[src/rtl/neuron_seq.sv]
// neuron_seq: timestep sequencer streaming active-input weights into one integrate-and-fire neuron
// Ports: CLK/nRST clock and async active-low reset; start/spikes_in begin a timestep;
//   busy/done/spike report progress and result; w_addr/w_data access the synchronous weight
//   memory (1-cycle latency); ne_data_in/ne_clken/ne_clr/ne_spike_out drive the neuron.
// Optional: define NEURON_SEQ_REFRACT_EN to skip REFRACT_STEPS timesteps after each fire.
module neuron_seq #(
  parameter int N_INPUTS      = 16,
  parameter int WEIGHT_WIDTH  = 8,
  parameter int REFRACT_STEPS = 2,
  localparam int AW = $clog2(N_INPUTS)
) (
  input  logic                    CLK,
  input  logic                    nRST,
  input  logic                    start,
  input  logic [N_INPUTS-1:0]     spikes_in,
  output logic                    busy,
  output logic                    done,
  output logic                    spike,
  output logic [AW-1:0]           w_addr,
  input  logic [WEIGHT_WIDTH-1:0] w_data,
  output logic [WEIGHT_WIDTH-1:0] ne_data_in,
  output logic                    ne_clken,
  output logic                    ne_clr,
  input  logic                    ne_spike_out
);
  typedef enum logic [2:0] {IDLE, SCAN, DRAIN, EVAL, REPORT} state_e;
  state_e              state_q;
  logic [N_INPUTS-1:0] mask_q;
  logic [AW-1:0]       idx_q;
  logic                rd_vld_q;
  logic                fire_q;
`ifdef NEURON_SEQ_REFRACT_EN
  logic [7:0]          refr_q;
`endif
  always_ff @(posedge CLK or negedge nRST) begin
    if (!nRST) begin
      state_q  <= IDLE;
      mask_q   <= '0;
      idx_q    <= '0;
      rd_vld_q <= 1'b0;
      fire_q   <= 1'b0;
`ifdef NEURON_SEQ_REFRACT_EN
      refr_q   <= '0;
`endif
    end else begin
      // rd_vld tracks the address issued last cycle, aligning with w_data; it is 0 in the first SCAN cycle
      rd_vld_q <= (state_q == SCAN) && mask_q[idx_q];
      case (state_q)
        IDLE: if (start) begin
          mask_q <= spikes_in;
          idx_q  <= '0;
`ifdef NEURON_SEQ_REFRACT_EN
          if (refr_q != 8'd0) begin
            refr_q  <= refr_q - 8'd1;
            fire_q  <= 1'b0;
            state_q <= REPORT;
          end else state_q <= SCAN;
`else
          state_q <= SCAN;
`endif
        end
        SCAN: if (idx_q == AW'(N_INPUTS - 1)) state_q <= DRAIN;
              else idx_q <= idx_q + AW'(1);
        DRAIN: state_q <= EVAL;
        EVAL: begin
          fire_q  <= ne_spike_out;
          state_q <= REPORT;
        end
        REPORT: begin
`ifdef NEURON_SEQ_REFRACT_EN
          if (fire_q) refr_q <= 8'(REFRACT_STEPS);
`endif
          state_q <= IDLE;
        end
        default: state_q <= IDLE;
      endcase
    end
  end
  assign busy       = state_q != IDLE;
  assign done       = state_q == REPORT;
  assign spike      = done && fire_q;
  assign ne_clr     = spike;
  assign w_addr     = (state_q == SCAN) ? idx_q : '0;
  assign ne_clken   = rd_vld_q;
  assign ne_data_in = rd_vld_q ? w_data : '0;
endmodule

[config.mk]
export PLATFORM = sky130hd
export DESIGN_NAME = neuron_seq
export DESIGN_NICKNAME = d
export VERILOG_FILES = /design/src/rtl/neuron_seq.sv
export SDC_FILE = /design/constraint.sdc
export NUM_CORES = 1
export LEC_CHECK = 0
export CORE_MARGIN = 8
export CORE_UTILIZATION = 44
export CTS_BUF_LIST = sky130_fd_sc_hd__clkbuf_16
export DETAILED_ROUTE_END_ITERATION = 7
export PLACE_DENSITY = 0.91
export RECOVER_POWER = 50
export REMOVE_ABC_BUFFERS = 1
export SLEW_MARGIN = 10
export SYNTH_ARGS = -nofsm -noshare
export SYNTH_HDL_FRONTEND = slang
export SYNTH_SLANG_ARGS = --single-unit
[constraint.sdc]
create_clock -name CLK -period 2.02 [get_ports CLK]
set_input_delay 0.303 -clock CLK [delete_from_list [all_inputs] [get_ports CLK]]
set_output_delay 0.303 -clock CLK [all_outputs]
set_load 0.02 [all_outputs]
**Word level (Yosys, flattened, before mapping)**

Cells that the tools add are included.

- Bits in registers: 25
- Input port bits: 28
- Word-level logic and storage cells: 33
- Output and inout bits: 17

- Magnitude comparators: 1
- Equal/unequal tests: 8
- $add $sub $neg: 1
- Reduce and logical (&&, ||, !) cells: 8
- Muxes and demuxes: 10

Operator list:

| operator | count |
|---|---|
| 4-bit 2-to-1 mux | 3 |
| 3-bit case mux with 4 select lines | 1 |
| 8-bit 2-to-1 mux | 1 |
| 4-bit case mux with 2 select lines | 1 |
| 3-bit by 2-bit equality test with 1-bit output (second input constant) | 2 |
| 3-bit 2-to-1 mux | 2 |
| 2-bit != test (second input constant) | 3 |
| 4-bit by 5-bit < comparator with 1-bit output (second input constant) | 1 |
| 4-bit by 1-bit adder with 4-bit output (second input constant) | 1 |
| 1-bit binary-select mux with 4-bit select | 1 |
| 4-bit equality test (second input constant) | 1 |
| 2-bit AND reduction | 2 |
| 3-bit by 1-bit equality test with 1-bit output (second input constant) | 1 |
| 3-bit equality test (second input constant) | 1 |
| 3-bit zero test | 1 |
| 3-bit AND reduction | 1 |
| 3-bit nonzero test | 1 |
| 1-bit logical AND | 2 |
| 2-bit nonzero test | 1 |
| 1-bit 2-to-1 mux | 1 |

**Logic depth before layout (Yosys ltp)**

- Depth after elaboration: 3
- Depth in mapped cells: 5
- Mapped depth without buffers: 5

**Least setup slack after synthesis**

Ideal clock, no wire load.

- Path kind: register to output
- Start: register state_q[1]
- End: output port spike
- Stages on the path, launching flop included: 4
- Setup slack: 149 ps
- Required time: 1717 ps
- Arrival time: 1568 ps
- Path buffers: 1
- Path through: dfrtp_1 -> nor3b_1 -> and2_1 -> buf_4

- Longest elaborated chain between the ends: 2

RTL lines:

| what | line | source |
|---|---|---|
| start, declared | 27 | `state_e state_q;` |
| start signal, assigned | 37 | `state_q <= IDLE;` |
| start signal, assigned | 59 | `state_q <= SCAN;` |
| start signal, assigned | 62 | `SCAN: if (idx_q == AW'(N_INPUTS - 1)) state_q <= DRAIN;` |
| 3-bit equality test | 80 | `assign done = state_q == REPORT;` |
| named net done | 17 | `output logic done,` |
| 1-bit logical AND | 81 | `assign spike = done && fire_q;` |
| end, declared | 18 | `output logic spike,` |

The timed path passes the listed nets, and every way through them passes these cells.

**Worst setup path in the final report**

- Start: register state_q[2]
- End: register mask_q[11]

- Longest elaborated chain between the ends: 2

RTL lines:

| what | line | source |
|---|---|---|
| 3-bit zero test | 48 | `case (state_q)` |
| 2-bit AND reduction (no line) | -- |  |
| end signal, assigned | 50 | `mask_q <= spikes_in;` |
| end, declared | 28 | `logic [N_INPUTS-1:0] mask_q;` |

No other way between the ends.
A chain may end at the register's enable or synchronous reset.

==> results.toml <==
[sta]
clock-skew-final_ns = 0.001408
worst_slew_pin_slew_ns = 1.316
layout_worst_path_cycle_share = 0.9266
timing.setup.tns_ns = 0
setup_ws_ns = 0.1483
final_setup_vio_count = 0
rsz0062_at_grt = "false"
report.final.slew_viol_count = 0
max_slew_margin = 0.1225
timing.fmax_mhz = 534.3
finalHoldViolations = 0
period_minus_slack_ns = 1.872

[critical_path]
timing.critical_path.slowest_stage_cell = "sky130_fd_sc_hd__dfrtp_1"
timing.critical_path.from_type = "flop"
worstPathRequired_ns = 2.16
crit_type = "flop to flop"
crit_path_cell_trace = "or3_1 -> nor2_4 -> mux2_2"
critical_path.endpoint_type = "flop"
timing.critical_path.arrival_ns = 2.01
timing.rr.start = "state_q[2]"
worstRegToRegCells = 3
worst-path-max-fanout = 19
max_stage_delay_ns = 0.45
worstReg2RegEnd = "mask_q[11]"
reg2reg_slack_ns = 0.15

[die]
fp.dieH_um = 69.54
pin_count = 45
initial_utilization = 0.4613
fp.coreArea_um2 = 2734
fp.dieArea_um2 = 4836
rows = 19
chipWidth_um = 69.54

[synth]
yosys_warnings = 0
mappedNetlistArea_um2 = 1261
syn-instance-count = 98
post-synth-top-area-fraction = 0.4960
number_of_flops_mapped_to_enable_cells_by_yosys = 0
yosysMostFrequentCell = "sky130_fd_sc_hd__dfrtp_1"
synth_cell_type_count = 28
synthFlopType = "sky130_fd_sc_hd__dfrtp_1"
synth.area.top_cells = "sky130_fd_sc_hd__dfrtp_1, sky130_fd_sc_hd__mux2_2, sky130_fd_sc_hd__and2_1"
synth-async-reset-ratio = 1.000
cell_type_contributing_the_most_total_cell_area_after_synthesis = "sky130_fd_sc_hd__dfrtp_1"
synth.avg_cell_area_um2 = 12.87
ys_seq_elements = 25
ys_seq_area_frac = 0.4960
ys_top_cells_by_count = "sky130_fd_sc_hd__dfrtp_1, sky130_fd_sc_hd__mux2_2, sky130_fd_sc_hd__and2_1, sky130_fd_sc_hd__nand3_1, sky130_fd_sc_hd__nor2_1"

[placed_design]
dp_slack_ns = 0.1245
detailed_place_hpwl_um = 2345
i_o_buffers = 44
finalWeightedCongestion = 0.8726

[cts]
cts.path.max_buffers = 2
worstSkewPairLatency_ns = 0.25
cts_hold_buf = 0
cts_root_buffer = "sky130_fd_sc_hd__clkbuf_16"
register_clock_pin_slew_on_the_reported_worst_setup_and_hold_paths_ns = 0.06
htree_levels = 1
cts_tree = "built"
cts-buffers-inserted = 3
cts.repair_timing.setup_buffer_count = 0
clkSinkCount = 25

[worst_hold_path]
hold_depth = 1
min_path_type = "flop to flop"
hold_start = "mask_q[14]"
terminating_pin_of_the_worst_hold_path = "mask_q[14]"

[grt]
groute.usage.overall = 0.1261
grt_antenna_before_repair = 0
first_global_vias = 1066
gr-total-overflow = 0
grt_start_max_net_pins = 26
grt_first_pass_wirelength_um = 4995

[route]
vias_per_cell = 5.418
finalWirelength_um = 2997
drt_iter0_drc = 25
drc_violations = 0
detailedRoute.firstPassIterationCount = 4
wire_per_inst_um = 16.93
via_count = 959
post_route_ant_nets = 0

[power]
seq_power_share = 0.368
part_of_the_power_in_combinational_logic = 0.462
p_sw_frac = 0.3520
power.internal_mw = 1.629
net-switching-power_mw = 0.8845
worst_ir_drop_vdd_v = 0.0008929
clkPwrFrac = 0.170
power.static_leakage_nw = 0.7728
pwr_density_cell_nw_per_um2 = 1419

[cells_and_area]
insertedDiodeCount = 0
fraction_of_layout_cells_with_a_size_suffix_above_1 = 0.1849
layout.nets = 176
synthToLayoutAreaGrowth_pct = 40.48

[status]
outcome = "completed"

[flow_run]
cap_viol_max_count = 0
[worst max-delay path: cells and delay by family (launching register included)]
family | cells | cell delay (ns)
simple gates | 2 | 0.90
mux | 1 | 0.40
flops | 1 | 0.45
[cell usage in the layout (no fill, tap or decap)]
master,n
sky130_fd_sc_hd__dlygate4sd2_1,6
sky130_fd_sc_hd__mux2i_1,4
sky130_fd_sc_hd__a311oi_1,1
sky130_fd_sc_hd__or3_1,1
sky130_fd_sc_hd__nor2_1,5
sky130_fd_sc_hd__clkbuf_1,3
sky130_fd_sc_hd__and2_1,14
sky130_fd_sc_hd__ha_1,1
sky130_fd_sc_hd__mux4_2,2
sky130_fd_sc_hd__a21o_1,1
sky130_fd_sc_hd__mux2_2,17
sky130_fd_sc_hd__xor2_1,1
sky130_fd_sc_hd__nor3b_4,1
sky130_fd_sc_hd__dfrtp_1,25
sky130_fd_sc_hd__nor3_1,1
sky130_fd_sc_hd__nor2_4,1
sky130_fd_sc_hd__clkdlybuf4s50_1,35
sky130_fd_sc_hd__o21ai_0,1
sky130_fd_sc_hd__nor2b_1,1
sky130_fd_sc_hd__a21oi_1,2
sky130_fd_sc_hd__clkbuf_16,3
sky130_fd_sc_hd__dlygate4sd3_1,1
sky130_fd_sc_hd__nor3b_1,2
sky130_fd_sc_hd__a21oi_4,1
sky130_fd_sc_hd__nand2_1,1
sky130_fd_sc_hd__a32o_1,1
sky130_fd_sc_hd__inv_1,4
sky130_fd_sc_hd__buf_4,2
sky130_fd_sc_hd__o31ai_1,1
sky130_fd_sc_hd__nand3_1,5
sky130_fd_sc_hd__a221oi_1,2
[power groups by stage]
stage	Sequential (mW)	Combinational [mW]	Clock [mW]
final	0.925	1.16	0.426
after global routing	0.962	1.27	0.450
after CTS	0.929	1.20	0.429
after detailed placement	0.929	1.22	0
after global placement	0.911	1.17	0
after floorplan	0.896	0.772	0
[through the flow]
| step | power [mW] | instance area, um^2 | hold slack [ns] | std cells | utilization |
|---|---|---|---|---|---|
| 6_report | 2.513 | 1772 | 0.5060 | 177 | 0.6481 |
| 3_5_place_dp | 2.145 | 1730 | 0.4971 | 173 | 0.6330 |
| 2_1_floorplan | 1.669 | 1229 | 0.007409 | 95 | - |
| 3_3_place_gp | 2.078 | 1730 | 0.4813 | 173 | 0.6330 |
| 5_1_grt | 2.679 | 1772 | 0.5285 | 177 | 0.6481 |
| 4_1_cts | 2.560 | 1802 | 0.4174 | 177 | 0.6590 |
[state kept, by name, indices dropped and copies added, names as in the netlist]
register,flops
idx_q,4
ne_clken,1
fire_q,1
mask_q,16
state_q,3
[worst max path at each step]
stage	slack, ns	start	endpoint	depth (start not counted)
after floorplan	0.22	state_q[1]	ne_clr	2
after global placement	0.22	w_data[3]	ne_data_in[3]	3
after detailed placement	0.12	state_q[1]	ne_clr	3
after CTS	0.01	state_q[2]	busy	2
after global routing	0.05	state_q[1]	ne_clr	3
final	0.15	state_q[2]	mask_q[11]	3
[layer usage]
metal,global-route usage,wire length [um],vias to the layer above
met5,0,0,-
met4,0.05239,38,0
met3,0.03290,174,5
met2,0.2213,1576,39
met1,0.1399,1209,468
li1,-,-,447
[repair_timing]
item / 4_1_cts / 5_1_grt
cloned: 0 / 0
resized for setup: 6 / 2
setup endpoints to repair: 6 / 2
[kinds of logic (layout without fill, tap and decap cells)]
group,Yosys count,count (layout),synth area share
DFF,25,25,0.4960
adders and majority gates,1,1,0.009919
xor gates and xnor gates,1,1,0.006946
buffers and inverters,6,54,0.03472
and+or+nand+nor,32,32,0.1676
AOI/OAI and AO/OA,10,10,0.06548
muxes,23,23,0.2192
[area by class of cell]
class	instances	area, um^2
Multi-Input combinational cell	67	578.1
Inverter	3	11.26
Clock buffer	3	75.07
Fill cell	221	962.2
Clock inverter	1	3.754
Sequential cell	25	625.6
Timing Repair Buffer	47	439.2
Tap cell	31	38.79
Note: power is estimated with default switching activity, not from simulation.
